## config.mk

```make
export PLATFORM = sky130hd
export DESIGN_NAME = sw_debouncer
export DESIGN_NICKNAME = d
export VERILOG_FILES = /design/src/rtl/sw_io_pkg.sv /design/src/rtl/sw_debounce_bit.sv /design/src/rtl/sw_debouncer.sv
export SDC_FILE = /design/constraint.sdc
export NUM_CORES = 1
export LEC_CHECK = 0
export BUFFER_PORTS_ARGS = -buffer_cell sky130_fd_sc_hd__buf_2
export CAP_MARGIN = 20
export CELL_PAD_IN_SITES_DETAIL_PLACEMENT = 2
export CELL_PAD_IN_SITES_GLOBAL_PLACEMENT = 2
export CORE_ASPECT_RATIO = 1.4
export CORE_MARGIN = 1
export CORE_UTILIZATION = 43
export DETAILED_ROUTE_END_ITERATION = 6
export PLACE_DENSITY = 0.86
export SYNTH_ARGS = -nofsm -noshare
export SYNTH_HDL_FRONTEND = slang
export SYNTH_SLANG_ARGS = --single-unit
```

## constraint.sdc

```tcl
create_clock -name CLK -period 28.1 [get_ports CLK]
set_input_delay 2.81 -clock CLK [delete_from_list [all_inputs] [get_ports CLK]]
set_output_delay 2.81 -clock CLK [all_outputs]
set_load 0.02 [all_outputs]
```

## src/rtl/sw_io_pkg.sv

```systemverilog
// Shared types and defaults for the switch input conditioning path.
package sw_io_pkg;

    localparam int unsigned SW_WIDTH          = 16;
    localparam int unsigned SW_STABLE_DEFAULT = 50000;
    localparam int unsigned SW_CNT_W          = 16;

    typedef logic [SW_WIDTH-1:0] sw_vec_t;

    // True when a stability threshold fits a counter of the given width without wrapping.
    function automatic bit stable_cycles_ok(input int unsigned stable, input int unsigned cnt_w);
        longint unsigned max_val;
        max_val = (64'(1) << cnt_w) - 64'(1);
        return (stable >= 1) && (64'(stable) <= max_val);
    endfunction

endpackage

```

## src/rtl/sw_debounce_bit.sv

```systemverilog
// One switch bit: two-flop synchroniser, stability counter, debounced level and edge strobes.
module sw_debounce_bit
    import sw_io_pkg::*;
#(
    parameter int unsigned STABLE_CYCLES = SW_STABLE_DEFAULT,
    parameter int unsigned CNT_W         = SW_CNT_W
) (
    input  logic clk,
    input  logic rst,
    input  logic din,
    output logic dout,
    output logic rise,
    output logic fall,
    output logic rise_c,
    output logic fall_c
);

    localparam logic [CNT_W-1:0] CNT_LAST = CNT_W'(STABLE_CYCLES - 1);

    logic             s1;
    logic             s2;
    logic [CNT_W-1:0] cnt;
    logic [CNT_W-1:0] cnt_nxt;
    logic             dout_nxt;

    // Accept s2 only after it has differed from dout for STABLE_CYCLES consecutive edges.
    always_comb begin
        cnt_nxt  = '0;
        dout_nxt = dout;
        rise_c   = 1'b0;
        fall_c   = 1'b0;
        if (s2 != dout) begin
            if (cnt == CNT_LAST) begin
                dout_nxt = s2;
                rise_c   = s2;
                fall_c   = ~s2;
            end else begin
                cnt_nxt = cnt + CNT_W'(1);
            end
        end
    end

    always_ff @(posedge clk or posedge rst) begin
        if (rst) begin
            s1   <= 1'b0;
            s2   <= 1'b0;
            cnt  <= '0;
            dout <= 1'b0;
            rise <= 1'b0;
            fall <= 1'b0;
        end else begin
            s1   <= din;
            s2   <= s1;
            cnt  <= cnt_nxt;
            dout <= dout_nxt;
            rise <= rise_c;
            fall <= fall_c;
        end
    end

endmodule

```

## src/rtl/sw_debouncer.sv

```systemverilog
// Debounced slide-switch front end with sticky event flags and IRQ summary.
// Build option: SW_DEBOUNCE_BOTH_EDGES_EN makes falling edges set EVT_PEND as well.
module sw_debouncer
    import sw_io_pkg::*;
#(
    parameter int unsigned WIDTH         = SW_WIDTH,
    parameter int unsigned STABLE_CYCLES = SW_STABLE_DEFAULT,
    parameter int unsigned CNT_W         = SW_CNT_W
) (
    input  logic             CLK,
    input  logic             RST,
    input  logic [WIDTH-1:0] DIN_SW,
    input  logic [WIDTH-1:0] EVT_CLR,
    output logic [WIDTH-1:0] DOUT_SW,
    output logic [WIDTH-1:0] RISE,
    output logic [WIDTH-1:0] FALL,
    output logic [WIDTH-1:0] EVT_PEND,
    output logic             IRQ
);

    if (!stable_cycles_ok(STABLE_CYCLES, CNT_W)) begin : g_param_check
        $error("sw_debouncer: STABLE_CYCLES must be in 1 .. 2**CNT_W-1");
    end

`ifdef SW_DEBOUNCE_BOTH_EDGES_EN
    localparam bit FALL_SETS_PEND = 1'b1;
`else
    localparam bit FALL_SETS_PEND = 1'b0;
`endif

    logic [WIDTH-1:0] rise_c;
    logic [WIDTH-1:0] fall_c;
    logic [WIDTH-1:0] evt_set_c;
    logic [WIDTH-1:0] pend_nxt;

    for (genvar i = 0; i < WIDTH; i++) begin : g_bit
        sw_debounce_bit #(
            .STABLE_CYCLES (STABLE_CYCLES),
            .CNT_W         (CNT_W)
        ) u_bit (
            .clk    (CLK),
            .rst    (RST),
            .din    (DIN_SW[i]),
            .dout   (DOUT_SW[i]),
            .rise   (RISE[i]),
            .fall   (FALL[i]),
            .rise_c (rise_c[i]),
            .fall_c (fall_c[i])
        );
    end

    // Pending flags track the strobes on the same edge; a set beats a simultaneous clear.
    always_comb begin
        evt_set_c = rise_c | (fall_c & {WIDTH{FALL_SETS_PEND}});
        pend_nxt  = (EVT_PEND & ~EVT_CLR) | evt_set_c;
    end

    always_ff @(posedge CLK or posedge RST) begin
        if (RST) begin
            EVT_PEND <= '0;
        end else begin
            EVT_PEND <= pend_nxt;
        end
    end

    assign IRQ = |EVT_PEND;

endmodule

```

==> impl_metrics.toml, run 1 <==
[status]
outcome = "finished clean"

[worst_setup_path]
crit_required_ns = 25.29
r2r-start = "g_bit[5].u_bit.cnt[4]$_DFF_PP0_"
worstSetupPathType = "flip-flop to output port"
cp-start-kind = "flip-flop"
endpoint_kind = "output port"
startpoint = "EVT_PEND[10]$_DFF_PP0_"
critical_path_arrival_ns = 2.29
worstPathMaxFanout = 3

[drt]
wl_met1_um = 18900
viasPerCell = 5.70
routedWlPerCell_um = 23.1
post-route-drc-count = 0
ant_nets = 0
dr.first_iter.drc_count = 625
drtPass1Iterations = 4
wirelength_um = 48300
wl_met2_um = 26000
wl_met3_um = 1750
vias = 11900
highest_layer = "met4"

[timing]
finalHoldViolCount = 0
fmax_mhz = 196
slew_viol_final = 0
rsz0062_at_grt = "false"
whs_ns = 0.350
worst_pin_slew_ns = 1.11
tns_ns = 0
relSlewSlack_pct = 26.1
skew_ns = 0.0148
setup-violations-final = 0
layout_min_cycle_time_ns = 5.10
min_period_over_period_pct = 18.2

[hold_path]
worstHoldPathType = "flip-flop to flip-flop"
hp-start = "g_bit[6].u_bit.s1$_DFF_PP0_"

[power]
p_clk_share_pct = 49.8
swShare_pct = 22.8
pwr-share-comb_pct = 3.0
p_int_uw = 858
vdd_drop_max_uv = 54.5
powerDensity_mw_per_mm2 = 61.6
power_frac_seq_pct = 47.2
p_leak_nw = 7.67
switchingPower_uw = 254

[placement]
dp_hpwl_um = 28800
dp_cells = 2025
gp_congestion = 0.802
io_buffers = 98

[grt]
antenna_found_initial = 2
grt_pass1_wl_um = 78600
grt_pass1_vias = 13800
grt_usage_pct = 26.6
grt_start_max_net_pins = 129
grt_overflow = 0

[synthesis]
syn_area_mm2 = 0.0160
ys_ff_latch = 352
yosys_warnings = 0
yosysUniqueCellTypes = 42
syn-instance-count = 1523
synth_nets = 1573
syn_avg_cell_area_um2 = 10.5
ys_seq_area_share_pct = 55.1

[final_layout]
nets = 1649
finalNonFillerCells = 2095
post_route_cells_drive_above_1_share_pct = 12.0
syn_to_final_growth_pct = 12.8

[clock_tree]
postCtsSetupBuffers = 0
clockBufferDepth = 3
hold_buffers = 0
cts_tree = "done"
cts.clk_slew.worst_paths_ns = 0.06
numCtsBuffers = 38
clock_latency_ns = 0.54
cts_sinks = 352
cts_max_level = 2
cts_root_buf = "clkbuf_16"
cts_resized = 0

[floorplan]
start_util_pct = 43.6
die_width_um = 165
rows = 83
core-area_mm2 = 0.0367
die-area_mm2 = 0.0380
die-height_um = 230
ios = 99

[run]
maxCapViolations = 0
state kept, by name, indices dropped and copies added, names as in the netlist:
register and cells:
EVT_PEND 16, g_bit.u_bit.cnt 256, g_bit.u_bit.dout 16, g_bit.u_bit.fall 16, g_bit.u_bit.rise 16, g_bit.u_bit.s1 16
g_bit.u_bit.s2 16
routing by layer:
layer	GRT usage, %	vias to the layer above
met5	0	-
met4	10.3	0
met3	3.63	107
met2	48.0	266
met1	31.5	6239
li1	-	5336
power by group through the flow:
| stage | Clock, mW | Sequential [mW] | Combinational [mW] |
|---|---|---|---|
| 6_report | 0.554 | 0.524 | 0.0336 |
| 5_1_grt | 0.581 | 0.525 | 0.0381 |
| 4_1_cts | 0.566 | 0.524 | 0.0343 |
| 3_5_place_dp | 0 | 0.533 | 0.0326 |
| 3_3_place_gp | 0 | 0.532 | 0.0306 |
| 2_1_floorplan | 0 | 0.530 | 0.0215 |
worst max-delay path, stage by stage (launching register included):
cell and delay (ns):
dfrtp_1 0.42, nor4_1 0.81, nand4_1 0.29, buf_2 0.24
path summary, 6_finish.rpt:
check / slack [ns] / cells after the start / to
max: 23.00 / 3 / IRQ
min: 0.35 / 0 / g_bit[6].u_bit.s2$_DFF_PP0_
max reg2reg: 25.54 / 5 / g_bit[5].u_bit.cnt[5]$_DFF_PP0_
min reg2reg: 0.35 / 0 / g_bit[6].u_bit.s2$_DFF_PP0_
max in group asynchronous: 24.07 / 3 / g_bit[7].u_bit.cnt[3]$_DFF_PP0_
min in group asynchronous: 2.43 / 2 / g_bit[15].u_bit.cnt[5]$_DFF_PP0_
cell type report:
cell class / instances / area, µm²
Antenna cell: 1 / 2.50
Clock inverter: 19 / 297
Fill cell: 3755 / 18600
Sequential cell: 352 / 8810
Timing Repair Buffer: 105 / 563
Clock buffer: 49 / 1060
Inverter: 56 / 218
Multi-Input combinational cell: 1046 / 6510
Tap cell: 467 / 584
cells in the final DEF, fill, tap and decap left out, drive strengths merged, types with 5 or more instances in the layout:
cell	count
nor3	57
nand3	87
o31ai	5
a21oi	7
or4	13
and3	26
a21o	7
mux2	16
nand2	65
nand4bb	7
inv	58
o22ai	9
nand4	67
xor2	41
nor4b	10
or3	8
ha	16
clkinv	7
clkbuf	49
nand2b	9
buf	105
nor4bb	16
or2	6
dfrtp	352
bufinv	7
xnor2	192
nor3b	23
nor2	283
nor4	62
stage by stage:
| stage | power [mW] | utilization, % | area (µm²) | setup WS (ns) |
|---|---|---|---|---|
| after detailed placement | 0.565 | 45.4 | 16700 | 23.35 |
| after global placement | 0.562 | 45.4 | 16700 | 23.43 |
| final | 1.11 | 49.2 | 18000 | 23.00 |
| after CTS | 1.12 | 49.1 | 18000 | 22.98 |
| after global routing | 1.14 | 49.2 | 18000 | 23.03 |
| after floorplan | 0.552 | - | 16000 | 15.53 |
kinds of logic (layout without fill, tap and decap cells):
family	count (synthesis)	count (layout)	synth area share [%]
simple gates	748	748	24.0
flops	352	352	55.1
xor+xnor	233	233	12.8
buf+inv	125	229	4.24
compound gates	33	33	1.53
fa+ha+maj	16	16	1.25
mux	16	16	1.17
other cells	0	1	0
synth_stat cells:
library cell  count  area [µm²]
nand2_4           2        22.5
nand2_1          63         236
nand4bb_1         7        78.8
xor2_1           41         359
or4b_1            1        10.0
o22ai_1           9        56.3
buf_4            51         383
or2_2             6        37.5
and4_1            1        8.76
nand4b_1          1        8.76
a31o_2            1        8.76
mux2_4            2        30.0
clkbuf_1         14        52.6
dfrtp_1         352        8810
nor2_1          283        1060
nand3_1          87         435
nor4_1           62         388
and3_1           25         156
o41ai_2           3        48.8
mux2_2           10         113
o21ai_0           1        5.00
or4bb_1           2        22.5
a21o_1            7        52.6
or3b_2            1        8.76
nand3b_1          3        22.5
nor3b_1          23         173
inv_1            56         210
a21oi_1           7        35.0
ha_1             16         200
o31ai_1           5        37.5
or3_1             8        50.1
buf_2             2        10.0
nand2b_1          9        56.3
nor3_1           57         285
and3_2            1        7.51
or4_1            13        97.6
nand4_1          67         419
nor4bb_1         16         160
buf_6             2        22.5
xnor2_1         192        1680
mux2_1            4        45.0
nor4b_1          10        87.6
No activity file was read; power rests on OpenSTA's default activity.
==> inputs of run 2 (changes only) <==
--- a/config.mk
+++ b/config.mk
@@ -11,9 +11,9 @@
 export CELL_PAD_IN_SITES_GLOBAL_PLACEMENT = 2
 export CORE_ASPECT_RATIO = 1.4
 export CORE_MARGIN = 1
-export CORE_UTILIZATION = 43
+export CORE_UTILIZATION = 36
 export DETAILED_ROUTE_END_ITERATION = 6
-export PLACE_DENSITY = 0.86
+export PLACE_DENSITY = 0.77
 export SYNTH_ARGS = -nofsm -noshare
 export SYNTH_HDL_FRONTEND = slang
 export SYNTH_SLANG_ARGS = --single-unit
==> constraint.sdc (replaced) <==
create_clock -name CLK -period 4.6 [get_ports CLK]
set_input_delay 0.46 -clock CLK [delete_from_list [all_inputs] [get_ports CLK]]
set_output_delay 0.46 -clock CLK [all_outputs]
set_load 0.02 [all_outputs]
==> run 2 against run 1 <==
Net effect:
- total power grew to 5.8 times the previous value
- final cell count grew 4.3%
- global-route usage shrank 8.5 points
- critical path depth is the same
- clock-buffer cell count grew 6
- sequential cell count is the same
- hold slack lost 0.32 ns
- worst setup slack lost 21 ns
- clock power grew to 5.6 times the previous value
- combinational power grew to 5.8 times the previous value
==> impl_metrics.toml, run 2 (synthesis gave the netlist of run 1 again) <==
[timing]
rsz0062_at_grt = "false"
worst_pin_slew_ns = 1.10
setup_slack_ns = 1.86
layout_min_cycle_time_ns = 2.74
setup-violations-final = 0
min_period_over_period_pct = 59.6
relSlewSlack_pct = 27.0
whs_ns = 0.0303
slew_viol_final = 0
fmax_mhz = 365
skew_ns = 0.0170
finalHoldViolCount = 0

[power]
power_frac_seq_pct = 49.4
finalPower_mw = 6.47
p_int_mw = 5.01
p_clk_share_pct = 47.6
vdd_drop_max_uv = 312
pwr-share-comb_pct = 3.0
p_leak_nw = 7.63
switchingPower_mw = 1.46
swShare_pct = 22.5
powerDensity_mw_per_mm2 = 358

[final_layout]
finalNonFillerCells = 2186
most-common-layout-cells = "dfrtp_1 (352), nor2_1 (283), xnor2_1 (192)"
final_area_mm2 = 0.0181
nets = 1651
post_route_cells_drive_above_1_share_pct = 11.6
fillers = 4674
layout_commonest_cell = "dfrtp_1"
regMostFlops = "g_bit.u_bit.cnt"
largest_reg_flops = 256
syn_to_final_growth_pct = 12.9

[placement]
place_area_mm2 = 0.0168
gp_congestion = 0.770
dp_cells = 2115
io_buffers = 98
place_ws_ns = 2.37
dp_hpwl_um = 26700

[clock_tree]
cts_tree = "done"
cts_max_level = 2
hold_buffers = 4
numCtsBuffers = 38
cts.clk_slew.worst_paths_ns = 0.06
clock_latency_ns = 0.54
cts_resized = 0
postCtsSetupBuffers = 0
cts_root_buf = "clkbuf_16"
clockBufferDepth = 3
cts_sinks = 352

[drt]
post-route-drc-count = 0
routedWlPerCell_um = 18.1
ant_nets = 0
dr.first_iter.drc_count = 509
wirelength_um = 39600
drtPass1Iterations = 4
viasPerCell = 5.22
vias = 11400

[hold_path]
worstHoldPathType = "primary input to flip-flop"

[grt]
grt_pass1_vias = 13000
grt_usage_pct = 18.1
antenna_found_initial = 2
grt_start_max_net_pins = 182
grt_overflow = 0
grt_pass1_wl_um = 67100

[worst_setup_path]
worstSetupPathType = "flip-flop to output port"
cp-start-kind = "flip-flop"
crit_required_ns = 4.14
critical_path_arrival_ns = 2.28
endpoint_kind = "output port"
worstPathMaxFanout = 3

[run]
maxCapViolations = 0

[floorplan]
rows = 91
die_width_um = 180
ios = 99
core-area_mm2 = 0.0439
start_util_pct = 36.4
die-area_mm2 = 0.0453
die-height_um = 251

[status]
outcome = "finished clean"
==> run 2: stage by stage <==
stage                     setup TNS, ns  utilization, %
after floorplan                 -202.18               -
final                                 0            41.1
after global placement                0            38.2
after global routing                  0            41.1
after detailed placement              0            38.2
after CTS                             0            41.1
==> run 2: metal layers <==
metal	GRT usage (%)	vias up	routed length, µm
li1	-	5330	-
met4	6.06	4	1070
met3	2.68	74	1130
met5	0	-	31
met1	20.7	5861	16200
met2	34.2	133	21200
==> run 2: power by group through the flow <==
| stage | sequential, mW | combinational, mW | clock (mW) |
|---|---|---|---|
| after floorplan | 3.24 | 0.132 | 0 |
| after global placement | 3.25 | 0.192 | 0 |
| after detailed placement | 3.25 | 0.201 | 0 |
| after CTS | 3.20 | 0.206 | 3.19 |
| after global routing | 3.20 | 0.229 | 3.29 |
| final | 3.20 | 0.194 | 3.08 |
==> run 2: critical path, cell delays in order (launching register included) <==
cell     delay [ns]
dfrtp_1        0.40
nor4_1         0.81
nand4_1        0.29
buf_2          0.25
==> run 2: path summary, 6_finish.rpt <==
check / from / end / slack (ns) / cells after the start
min: DIN_SW[9] / g_bit[9].u_bit.s1$_DFF_PP0_ / 0.03 / 1
max: EVT_PEND[11]$_DFF_PP0_ / IRQ / 1.86 / 3
min in group asynchronous: RST / g_bit[15].u_bit.cnt[14]$_DFF_PP0_ / 0.17 / 3
min reg2reg: g_bit[7].u_bit.s1$_DFF_PP0_ / g_bit[7].u_bit.s2$_DFF_PP0_ / 0.35 / 0
max reg2reg: g_bit[11].u_bit.cnt[11]$_DFF_PP0_ / g_bit[11].u_bit.cnt[9]$_DFF_PP0_ / 2.36 / 4
max in group asynchronous: RST / g_bit[0].u_bit.cnt[15]$_DFF_PP0_ / 3.55 / 3
==> run 2: layout make-up <==
type                            count  area, µm²  area share (%)
Sequential cell                   352       8810            48.8
Inverter                           56        214            1.18
Clock buffer                       55       1130            6.23
Timing Repair Buffer              107        593            3.28
Multi-Input combinational cell   1046       6510            36.0
Clock inverter                     11        114           0.630
Antenna cell                        1       2.50          0.0139
Tap cell                          558        698            3.87
